<file path="config.mk">
export PLATFORM = sky130hd
export DESIGN_NAME = fp_mul_param
export DESIGN_NICKNAME = d
export VERILOG_FILES = /design/src/rtl/fp_mul_param.sv
export SDC_FILE = /design/constraint.sdc
export NUM_CORES = 2
export LEC_CHECK = 0
export BUFFER_PORTS_ARGS = -buffer_cell sky130_fd_sc_hd__buf_4
export CAP_MARGIN = 20
export CORE_AREA = 4 4 407 248
export CTS_BUF_LIST = sky130_fd_sc_hd__clkbuf_16
export DETAILED_ROUTE_END_ITERATION = 16
export DIE_AREA = 0 0 411 252
export PLACE_DENSITY_LB_ADDON = 0.1
export SYNTH_ARGS = -nofsm -noshare
export SYNTH_HDL_FRONTEND = slang
export SYNTH_SLANG_ARGS = --single-unit
export TNS_END_PERCENT = 100
</file>
<file path="constraint.sdc">
create_clock -name clk -period 12.3 [get_ports clk]
set_clock_uncertainty 0.15 [all_clocks]
set_input_delay 1.845 -clock clk [delete_from_list [all_inputs] [get_ports clk]]
set_output_delay 1.845 -clock clk [all_outputs]
set_load 0.02 [all_outputs]
</file>
<file path="src/rtl/fp_mul_param.sv">
// Parametrised IEEE-754 binary multiplier built as a multi-cycle FSM:
// unpack, normalise, multiply, denormalise, round. One operation in flight at a time.
module fp_mul_param #(
  parameter int unsigned EXP_W = 8,
  parameter int unsigned MAN_W = 23
) (
  input  logic                   clk,
  input  logic                   rst,
  input  logic [EXP_W+MAN_W:0]   in_a,
  input  logic [EXP_W+MAN_W:0]   in_b,
  input  logic [1:0]             in_rm,
  input  logic                   in_valid,
  output logic                   in_ready,
  output logic [EXP_W+MAN_W:0]   out_z,
  output logic [3:0]             out_flags,
  output logic                   out_valid,
  input  logic                   out_ready
);
  localparam int unsigned W   = 1 + EXP_W + MAN_W;
  localparam int unsigned SW  = MAN_W + 1;
  localparam int unsigned PW  = 2 * SW;
  localparam int unsigned EW  = EXP_W + 2;
  localparam int unsigned CAP = MAN_W + 3;
  localparam int unsigned CW  = $clog2(CAP + 1);
  localparam int          BIAS_I = (1 << (EXP_W - 1)) - 1;
  localparam logic signed [EW-1:0] BIAS = EW'(BIAS_I);
  localparam logic signed [EW-1:0] EMIN = EW'(1 - BIAS_I);
  localparam logic [W-1:0] QNAN = {1'b0, {EXP_W{1'b1}}, 1'b1, {(MAN_W-1){1'b0}}};

  typedef enum logic [2:0] {
    StIdle, StUnpack, StNorm, StMult, StDenorm, StRound, StOut
  } state_e;

  state_e                r_state, w_state_nxt;
  logic                  r_in_ready;
  logic [W-1:0]          r_a, r_b, r_z;
  logic [3:0]            r_flags;
  logic [1:0]            r_rm;
  logic                  r_sign;
  logic [SW-1:0]         r_ma, r_mb, r_sig;
  logic signed [EW-1:0]  r_ea, r_eb, r_ez;
  logic                  r_g, r_r, r_s;
  logic [CW-1:0]         r_cnt;

  // Unpack
  logic [EXP_W-1:0]      w_ea_fld, w_eb_fld;
  logic [MAN_W-1:0]      w_fa, w_fb;
  logic                  w_a_nan, w_b_nan, w_a_inf, w_b_inf, w_a_zero, w_b_zero;
  logic                  w_a_snan, w_b_snan, w_sign, w_special;
  logic signed [EW-1:0]  w_ea_unb, w_eb_unb;
  logic [W-1:0]          w_special_z;
  logic [3:0]            w_special_f;

  assign w_ea_fld = r_a[W-2:MAN_W];
  assign w_eb_fld = r_b[W-2:MAN_W];
  assign w_fa     = r_a[MAN_W-1:0];
  assign w_fb     = r_b[MAN_W-1:0];
  assign w_a_nan  = (&w_ea_fld) & (|w_fa);
  assign w_b_nan  = (&w_eb_fld) & (|w_fb);
  assign w_a_inf  = (&w_ea_fld) & ~(|w_fa);
  assign w_b_inf  = (&w_eb_fld) & ~(|w_fb);
  assign w_a_zero = ~(|w_ea_fld) & ~(|w_fa);
  assign w_b_zero = ~(|w_eb_fld) & ~(|w_fb);
  assign w_a_snan = w_a_nan & ~w_fa[MAN_W-1];
  assign w_b_snan = w_b_nan & ~w_fb[MAN_W-1];
  assign w_sign   = r_a[W-1] ^ r_b[W-1];
  assign w_special = w_a_nan | w_b_nan | w_a_inf | w_b_inf | w_a_zero | w_b_zero;
  assign w_ea_unb = (w_ea_fld == '0) ? EMIN : $signed({2'b00, w_ea_fld}) - BIAS;
  assign w_eb_unb = (w_eb_fld == '0) ? EMIN : $signed({2'b00, w_eb_fld}) - BIAS;

  always_comb begin
    w_special_z = '0;
    w_special_f = '0;
    if (w_a_nan | w_b_nan) begin
      w_special_z = QNAN;
      w_special_f = {w_a_snan | w_b_snan, 3'b000};
    end else if ((w_a_inf & w_b_zero) | (w_a_zero & w_b_inf)) begin
      w_special_z = QNAN;
      w_special_f = 4'b1000;
    end else if (w_a_inf | w_b_inf) begin
      w_special_z = {w_sign, {EXP_W{1'b1}}, {MAN_W{1'b0}}};
    end else begin
      w_special_z = {w_sign, {(W-1){1'b0}}};
    end
  end

  // Normalise, multiply
  logic [SW-1:0]         w_ma_n, w_mb_n;
  logic signed [EW-1:0]  w_ea_n, w_eb_n, w_ez_m;
  logic [PW-1:0]         w_prod, w_pn;

  assign w_ma_n = r_ma[SW-1] ? r_ma : {r_ma[SW-2:0], 1'b0};
  assign w_mb_n = r_mb[SW-1] ? r_mb : {r_mb[SW-2:0], 1'b0};
  assign w_ea_n = r_ma[SW-1] ? r_ea : r_ea - EW'(1);
  assign w_eb_n = r_mb[SW-1] ? r_eb : r_eb - EW'(1);
  assign w_prod = PW'(r_ma) * PW'(r_mb);
  // Left-align the product so the significand always sits in the top SW bits.
  assign w_pn   = w_prod[PW-1] ? w_prod : {w_prod[PW-2:0], 1'b0};
  assign w_ez_m = r_ea + r_eb + (w_prod[PW-1] ? EW'(1) : EW'(0));

  // Denormalise, round
  logic                  w_shift, w_inc, w_grs, w_of, w_of_inf, w_nx, w_uf;
  logic [SW:0]           w_sum;
  logic [SW-1:0]         w_sig_r;
  logic signed [EW-1:0]  w_ez_r;
  logic [EXP_W-1:0]      w_exp_fld;
  logic [W-1:0]          w_round_z;

  assign w_shift = (r_ez < EMIN) && (r_cnt < CW'(CAP));
  assign w_grs   = r_g | r_r | r_s;

  always_comb begin
    w_inc = 1'b0;
    case (r_rm)
      2'd0:    w_inc = r_g & (r_r | r_s | r_sig[0]);
      2'd1:    w_inc = 1'b0;
      2'd2:    w_inc = r_sign & w_grs;
      default: w_inc = ~r_sign & w_grs;
    endcase
  end

  assign w_sum     = {1'b0, r_sig} + (SW+1)'(w_inc);
  assign w_sig_r   = w_sum[SW] ? w_sum[SW:1] : w_sum[SW-1:0];
  assign w_ez_r    = w_sum[SW] ? r_ez + EW'(1) : r_ez;
  assign w_of      = w_ez_r > BIAS;
  assign w_of_inf  = (r_rm == 2'd0) || (r_rm == 2'd2 && r_sign) || (r_rm == 2'd3 && !r_sign);
  assign w_nx      = w_grs | w_of;
  assign w_uf      = (r_cnt != '0) & w_grs & ~w_of;
  // A subnormal that rounds into the hidden bit has ez == EMIN and packs field 1.
  assign w_exp_fld = w_sig_r[SW-1] ? w_ez_r[EXP_W-1:0] + BIAS[EXP_W-1:0] : '0;

  always_comb begin
    w_round_z = {r_sign, w_exp_fld, w_sig_r[MAN_W-1:0]};
    if (w_of) begin
      if (w_of_inf) w_round_z = {r_sign, {EXP_W{1'b1}}, {MAN_W{1'b0}}};
      else          w_round_z = {r_sign, {(EXP_W-1){1'b1}}, 1'b0, {MAN_W{1'b1}}};
    end
  end

  // FSM
  always_comb begin
    w_state_nxt = r_state;
    case (r_state)
      StIdle:   if (in_valid && r_in_ready) w_state_nxt = StUnpack;
      StUnpack: w_state_nxt = w_special ? StOut : StNorm;
      StNorm:   if (w_ma_n[SW-1] && w_mb_n[SW-1]) w_state_nxt = StMult;
      StMult:   w_state_nxt = StDenorm;
      StDenorm: if (!w_shift) w_state_nxt = StRound;
      StRound:  w_state_nxt = StOut;
      StOut:    if (out_ready) w_state_nxt = StIdle;
      default:  w_state_nxt = StIdle;
    endcase
  end

  always_ff @(posedge clk) begin
    if (rst) begin
      r_state    <= StIdle;
      r_in_ready <= 1'b0;
    end else begin
      r_state    <= w_state_nxt;
      r_in_ready <= (w_state_nxt == StIdle);
    end
  end

  always_ff @(posedge clk) begin
    if (rst) begin
      r_z     <= '0;
      r_flags <= '0;
    end else begin
      case (r_state)
        StIdle: begin
          if (in_valid && r_in_ready) begin
            r_a  <= in_a;
            r_b  <= in_b;
            r_rm <= in_rm;
          end
        end
        StUnpack: begin
          r_sign <= w_sign;
          r_ma   <= {|w_ea_fld, w_fa};
          r_mb   <= {|w_eb_fld, w_fb};
          r_ea   <= w_ea_unb;
          r_eb   <= w_eb_unb;
          if (w_special) begin
            r_z     <= w_special_z;
            r_flags <= w_special_f;
          end
        end
        StNorm: begin
          r_ma <= w_ma_n;
          r_mb <= w_mb_n;
          r_ea <= w_ea_n;
          r_eb <= w_eb_n;
        end
        StMult: begin
          r_sig <= w_pn[PW-1 -: SW];
          r_g   <= w_pn[SW-1];
          r_r   <= w_pn[SW-2];
          r_s   <= |w_pn[SW-3:0];
          r_ez  <= w_ez_m;
          r_cnt <= '0;
        end
        StDenorm: begin
          if (w_shift) begin
            r_sig <= r_sig >> 1;
            r_g   <= r_sig[0];
            r_r   <= r_g;
            r_s   <= r_s | r_r;
            r_ez  <= r_ez + EW'(1);
            r_cnt <= r_cnt + CW'(1);
          end
        end
        StRound: begin
          r_z     <= w_round_z;
          r_flags <= {1'b0, w_of, w_uf, w_nx};
        end
        default: ;
      endcase
    end
  end

  assign in_ready  = r_in_ready;
  assign out_valid = (r_state == StOut);
  assign out_z     = r_z;
  assign out_flags = r_flags;

endmodule

</file>
# ---- Word level (Yosys, flattened, before mapping)
# Index checks and enable logic that the tools add are counted.
# Widths: inputs -> output; s select.
dict set report classes {
  addsub 10
  mul 1
  order_cmp 3
  n_eq_ne 13
  n_mux 45
  n_bitwise 38
  reduce_logical 31
}
# operator n
set op_table {}
lappend op_table {{$pmux 24 s2} 3}
lappend op_table {{$mux 24} 5}
lappend op_table {{$mux 32} 3}
lappend op_table {{$pmux 32 s2} 1}
lappend op_table {{$mux 31} 2}
lappend op_table {{$mux 10} 6}
lappend op_table {{$pmux 10 s2} 3}
lappend op_table {{$mul 24x24->48} 1}
lappend op_table {{$mux 48} 1}
lappend op_table {{$reduce_or 23->1} 2}
lappend op_table {{$add 24x1->25} 1}
lappend op_table {{$reduce_or 22->1} 1}
lappend op_table {{$pmux 3 s7} 1}
lappend op_table {{$sub 10x2->10 const B} 2}
lappend op_table {{$sub 8x7->9 const B} 2}
lappend op_table {{$logic_not 8->1} 2}
lappend op_table {{$reduce_and 8->1} 2}
lappend op_table {{$reduce_or 8->1} 2}
lappend op_table {{$and 1x1->1} 15}
lappend op_table {{$mux 3} 5}
lappend op_table {{$or 1x1->1} 13}
lappend op_table {{$mux 4} 3}
lappend op_table {{$reduce_and 3->1} 4}
lappend op_table {{$add 10x10->10} 1}
lappend op_table {{other kinds (30)} 60}
dict set report totals {
  regBits 217
  input_bits 70
  output_inout_bits 38
  wordCells 161
}

# ---- Longest topological paths before layout
dict set report logic_depth {
  word_depth 10
  ltp_mapped 42
  ltp_nobuf 38
}

# ---- Least setup slack after synthesis
# OpenSTA, ideal clock, no wires.
dict set report synth_path {
  path_kind {register to register}
  from {reg r_mb[3]}
  to {reg r_ez[8] (data pin)}
  setup_ns 0.268
  t_arrival_ns 8.466
  t_required_ns 11.882
  slack_ns 3.416
  stages_incl_launch_ff 41
  n_path_buf 4
  period_less_slack_ns 8.884
  path_cell_list {edfxtp_1 > clkbuf_1 > clkbuf_1 > nand2_1 > fa_1 > inv_1 > fa_1 > fa_1 > inv_1 > fa_1 > inv_1 > fa_1 > fa_1 > inv_1 > fa_1 > inv_1 > ha_1 > buf_2 > [... 5 more ...] > o21ai_1 > a21oi_1 > nor3_2 > buf_4 > inv_2 > fa_1 > inv_1 > fa_1 > inv_1 > a21oi_1 > o21ai_0 > and2_1 > o21ai_0 > nand2b_1 > a21o_1 > a21oi_1 > xor2_1 > o21ai_0}
}
dict set report synth_via {
  elab_chain_len 4
}
# item line_no
set synth_rtl {}
lappend synth_rtl {{start: declaration} 40} ;# logic [SW-1:0] r_ma, r_mb, r_sig;
lappend synth_rtl {{start signal: assignment} 181} ;# r_mb <= {|w_eb_fld, w_fb};
lappend synth_rtl {{start signal: assignment} 191} ;# r_mb <= w_mb_n;
lappend synth_rtl {{$mul 24x24->48} 96} ;# assign w_prod = PW'(r_ma) * PW'(r_mb);
lappend synth_rtl {{$mux 1} 99} ;# assign w_ez_m = r_ea + r_eb + (w_prod[PW-1] ? EW'(1) : EW'(0));
lappend synth_rtl {{$add 10x2->10} 99}
lappend synth_rtl {{$pmux 10 s2} 170} ;# case (r_state)
lappend synth_rtl {{end signal: assignment} 200} ;# r_ez <= w_ez_m;
lappend synth_rtl {{end signal: assignment} 209} ;# r_ez <= r_ez + EW'(1);
lappend synth_rtl {{end: declaration} 41} ;# logic signed [EW-1:0] r_ea, r_eb, r_ez;
# No other way between the ends.
# A chain may end at the register's enable or synchronous reset.

# ---- Worst setup path after layout
# Same ends and word-level chain as after synthesis.

==> impl_results.md <==
- Syn Area/Cell: around 9.3 µm²
- CP Launch Type: flop
- Dpl ws: 1.75 ns
- Uppermost routed layer: met5
- Filler cells: between 10,000 and 15,000
- Post-layout min period: ~11 ns
- FF+latch count, synth: around 220
- Slew @ Worst Pin: approximately 1.1 ns
- Cell Count, Final, Fillers Out: around 4,600
- Post-synth ARST share: 0
- Final TNS setup: 0 ns
- Final period utilization: 0.855
- # Max-Cap Violations: 0
- DRT met1 WL: between 50,000 and 60,000 µm
- CP endpoint kind: flop
- Hold-fix buffers, CTS: 0
- Unrepaired setup endpoints after global routing: no
- Fin area: 33,000 µm²
- Max Clk Rate: approximately 0.095 GHz
- Post-CTS Repair Setup Buffers: 0
- Initial Utilization: 0.308
- Routed wire length per instance: around 22 µm
- Post-DP HPWL: approximately 82,000 µm
- Via-per-instance ratio: 4.90
- Max Root-Sink Buffers: 3
- Final setup fails: 0
- Placed Area: between 30,000 and 40,000 µm²
- Detailed Routing Iterations Pass 1: 5
- Dominant synthesized flop cell: edfxtp_1
- CTS HTree Levels: 1
- Synth-to-layout area growth: 10.1%
- WL met3: 9130 µm
- Distinct cell type count after synthesis: slightly above 80
- Initial antenna violation count: 8
- Inserted Clock Buffers: 23
- Final #Nets: 3,983
- Reg clk slew, reported paths: 0.07 ns
- Worst Path Required: about 12 ns
- Core ar.: between 90,000 and 100,000 µm²
- Slew Limit Fails: 0
- Full die area: 104,000 µm²
- Io pins: ~110
- Clk Tree Root Cell: clkbuf_16
- Post-CTS resize count: 0
- CTS tree: done
- Wire length on met2: about 37,000 µm
- EDFF count, synth: about 180
- Pin count of the biggest net entering global routing: slightly above 70
- GP Congestion: ~0.89
- Status: completed
- Sink Count: between 200 and 250
- Post-synth top area share: 0.323
- Fraction of layout cells with a size suffix above 1: 0.0782
- Row count: about 90
- Post-Synthesis Cells: 3,213
- Post-synthesis sequential area ratio: 0.204
- CP Max Fanout: 30
- IO Port Bufs: 107
- Net Count, Synth: 3,963
- Endpoints failing hold: 0
- Final wirelength: roughly 100,000 µm
- Commonest cells post-synth: inv_1 (566), nand2_1 (517), fa_1 (484), and2_1 (276), ha_1 (196)
- Max incr delay on CP: 1.07 ns
- Die width: between 400 and 500 µm
- DRT antenna net count: 0
- Grt ovf: 0
- First-pass GRT wire length: roughly 150,000 µm
- Synth Cell Area: 30,000 µm²
- Slowest CP cell: edfxtp_1
- WP data arrival: 10.67 ns
- Cells after DPL: approximately 4,500
- Top cells by area, synth: fa_1 (32%), edfxtp_1 (18%), ha_1 (8.2%)
- Vias in the first global route: approximately 23,000
- Slew headroom: 0.254
- WS Path Type: flop to flop
- Ant diodes: 0
- Vias: 22,400
- Yosys warns: 0
- Worst Hold Class: flop to flop
- Iteration-0 DRC Markers: a little over 2,000
- DRC viols: 0
- Clk_lat worst skew: 0.58 ns
- Most common cell in the netlist: inv_1
- Final worst slack: approximately 1.8 ns
- GRT Total Usage: 0.197
- Area leader, netlist: fa_1
- Die height: between 200 and 300 µm
final timing paths:
path,startpoint,endpoint,slack [ns],cells past startpoint
setup / recovery,r_mb[3]$_DFFE_PP_,r_ez[8]$_DFFE_PP_,1.78,39
hold reg to reg,out_z[29]$_SDFFE_PP0P_,out_z[29]$_SDFFE_PP0P_,0.31,2
setup reg to reg,r_mb[3]$_DFFE_PP_,r_ez[8]$_DFFE_PP_,1.78,39
hold / removal,out_z[29]$_SDFFE_PP0P_,out_z[29]$_SDFFE_PP0P_,0.31,2
stage by stage:
stage	utilization	hold slack [ns]
2_1_floorplan	-	0.360
3_3_place_gp	0.331	0.310
3_5_place_dp	0.331	0.312
4_1_cts	0.338	0.323
5_1_grt	0.339	0.344
6_report	0.339	0.314
sequential cells by signal, indices dropped and copies added, names as in the netlist, 2 cells and up:
register and flops:
out_z 32, r_a 32, r_b 32, r_ma 24
r_mb 24, r_sig 24, r_ea 10, r_eb 10
r_ez 10, r_cnt 5, out_flags 4, r_state 3
r_rm 2
critical path: cells and delay by family (launching register included):
| family | cells | cell delay (ns) |
|---|---|---|
| AO/OA/AOI/OAI | 10 | 1.83 |
| adder cells (fa/ha/maj) | 10 | 4.72 |
| AND/OR/NAND/NOR | 7 | 1.23 |
| XOR/XNOR | 1 | 0.14 |
| flip-flops | 1 | 1.07 |
| buffers and inverters | 11 | 1.10 |
cell families after synthesis:
group,after synthesis,synth area share
and+or+nand+nor,1117,0.183
buffers and inverters,736,0.0933
adders and majority gates,680,0.405
AOI/OAI and AO/OA,321,0.0715
DFF,217,0.204
xor gates and xnor gates,119,0.0348
muxes,23,0.00806
layout by cell type (no fill, tap or decap), drive strengths merged, types with 16 or more instances in the layout:
cell type and instances:
inv 574, nand2 517, fa 484, and2 277
ha 196, edfxtp 177, buf 164, nor2 102
a21oi 97, o21ai 86, xnor2 66, xor2 53
nand3b 48, dfxtp 40, nand3 36, nor3 29
a21o 23, clkbuf 23, nor4 19, and3 16
a22oi 16
routing by layer:
metal | up-vias | track usage
li1 | 10100 | -
met1 | 11500 | 0.335
met2 | 746 | 0.248
met3 | 57 | 0.0498
met4 | 2 | 0.0217
met5 | - | 0.00771
layout make-up:
class,count,area [µm²],share of cell area
Clock buffer,23,576,0.0174
Multi-Input combinational cell,2260,21100,0.641
Sequential cell,217,6120,0.185
Timing Repair Buffer,164,1290,0.0391
Clock inverter,17,93.8,0.00284
Tap cell,1319,1650,0.0500
Inverter,567,2130,0.0645
Power is left out: the tool's default activity adds up to more than one toggle a clock period on the data nets, which glitch-free logic cannot reach.
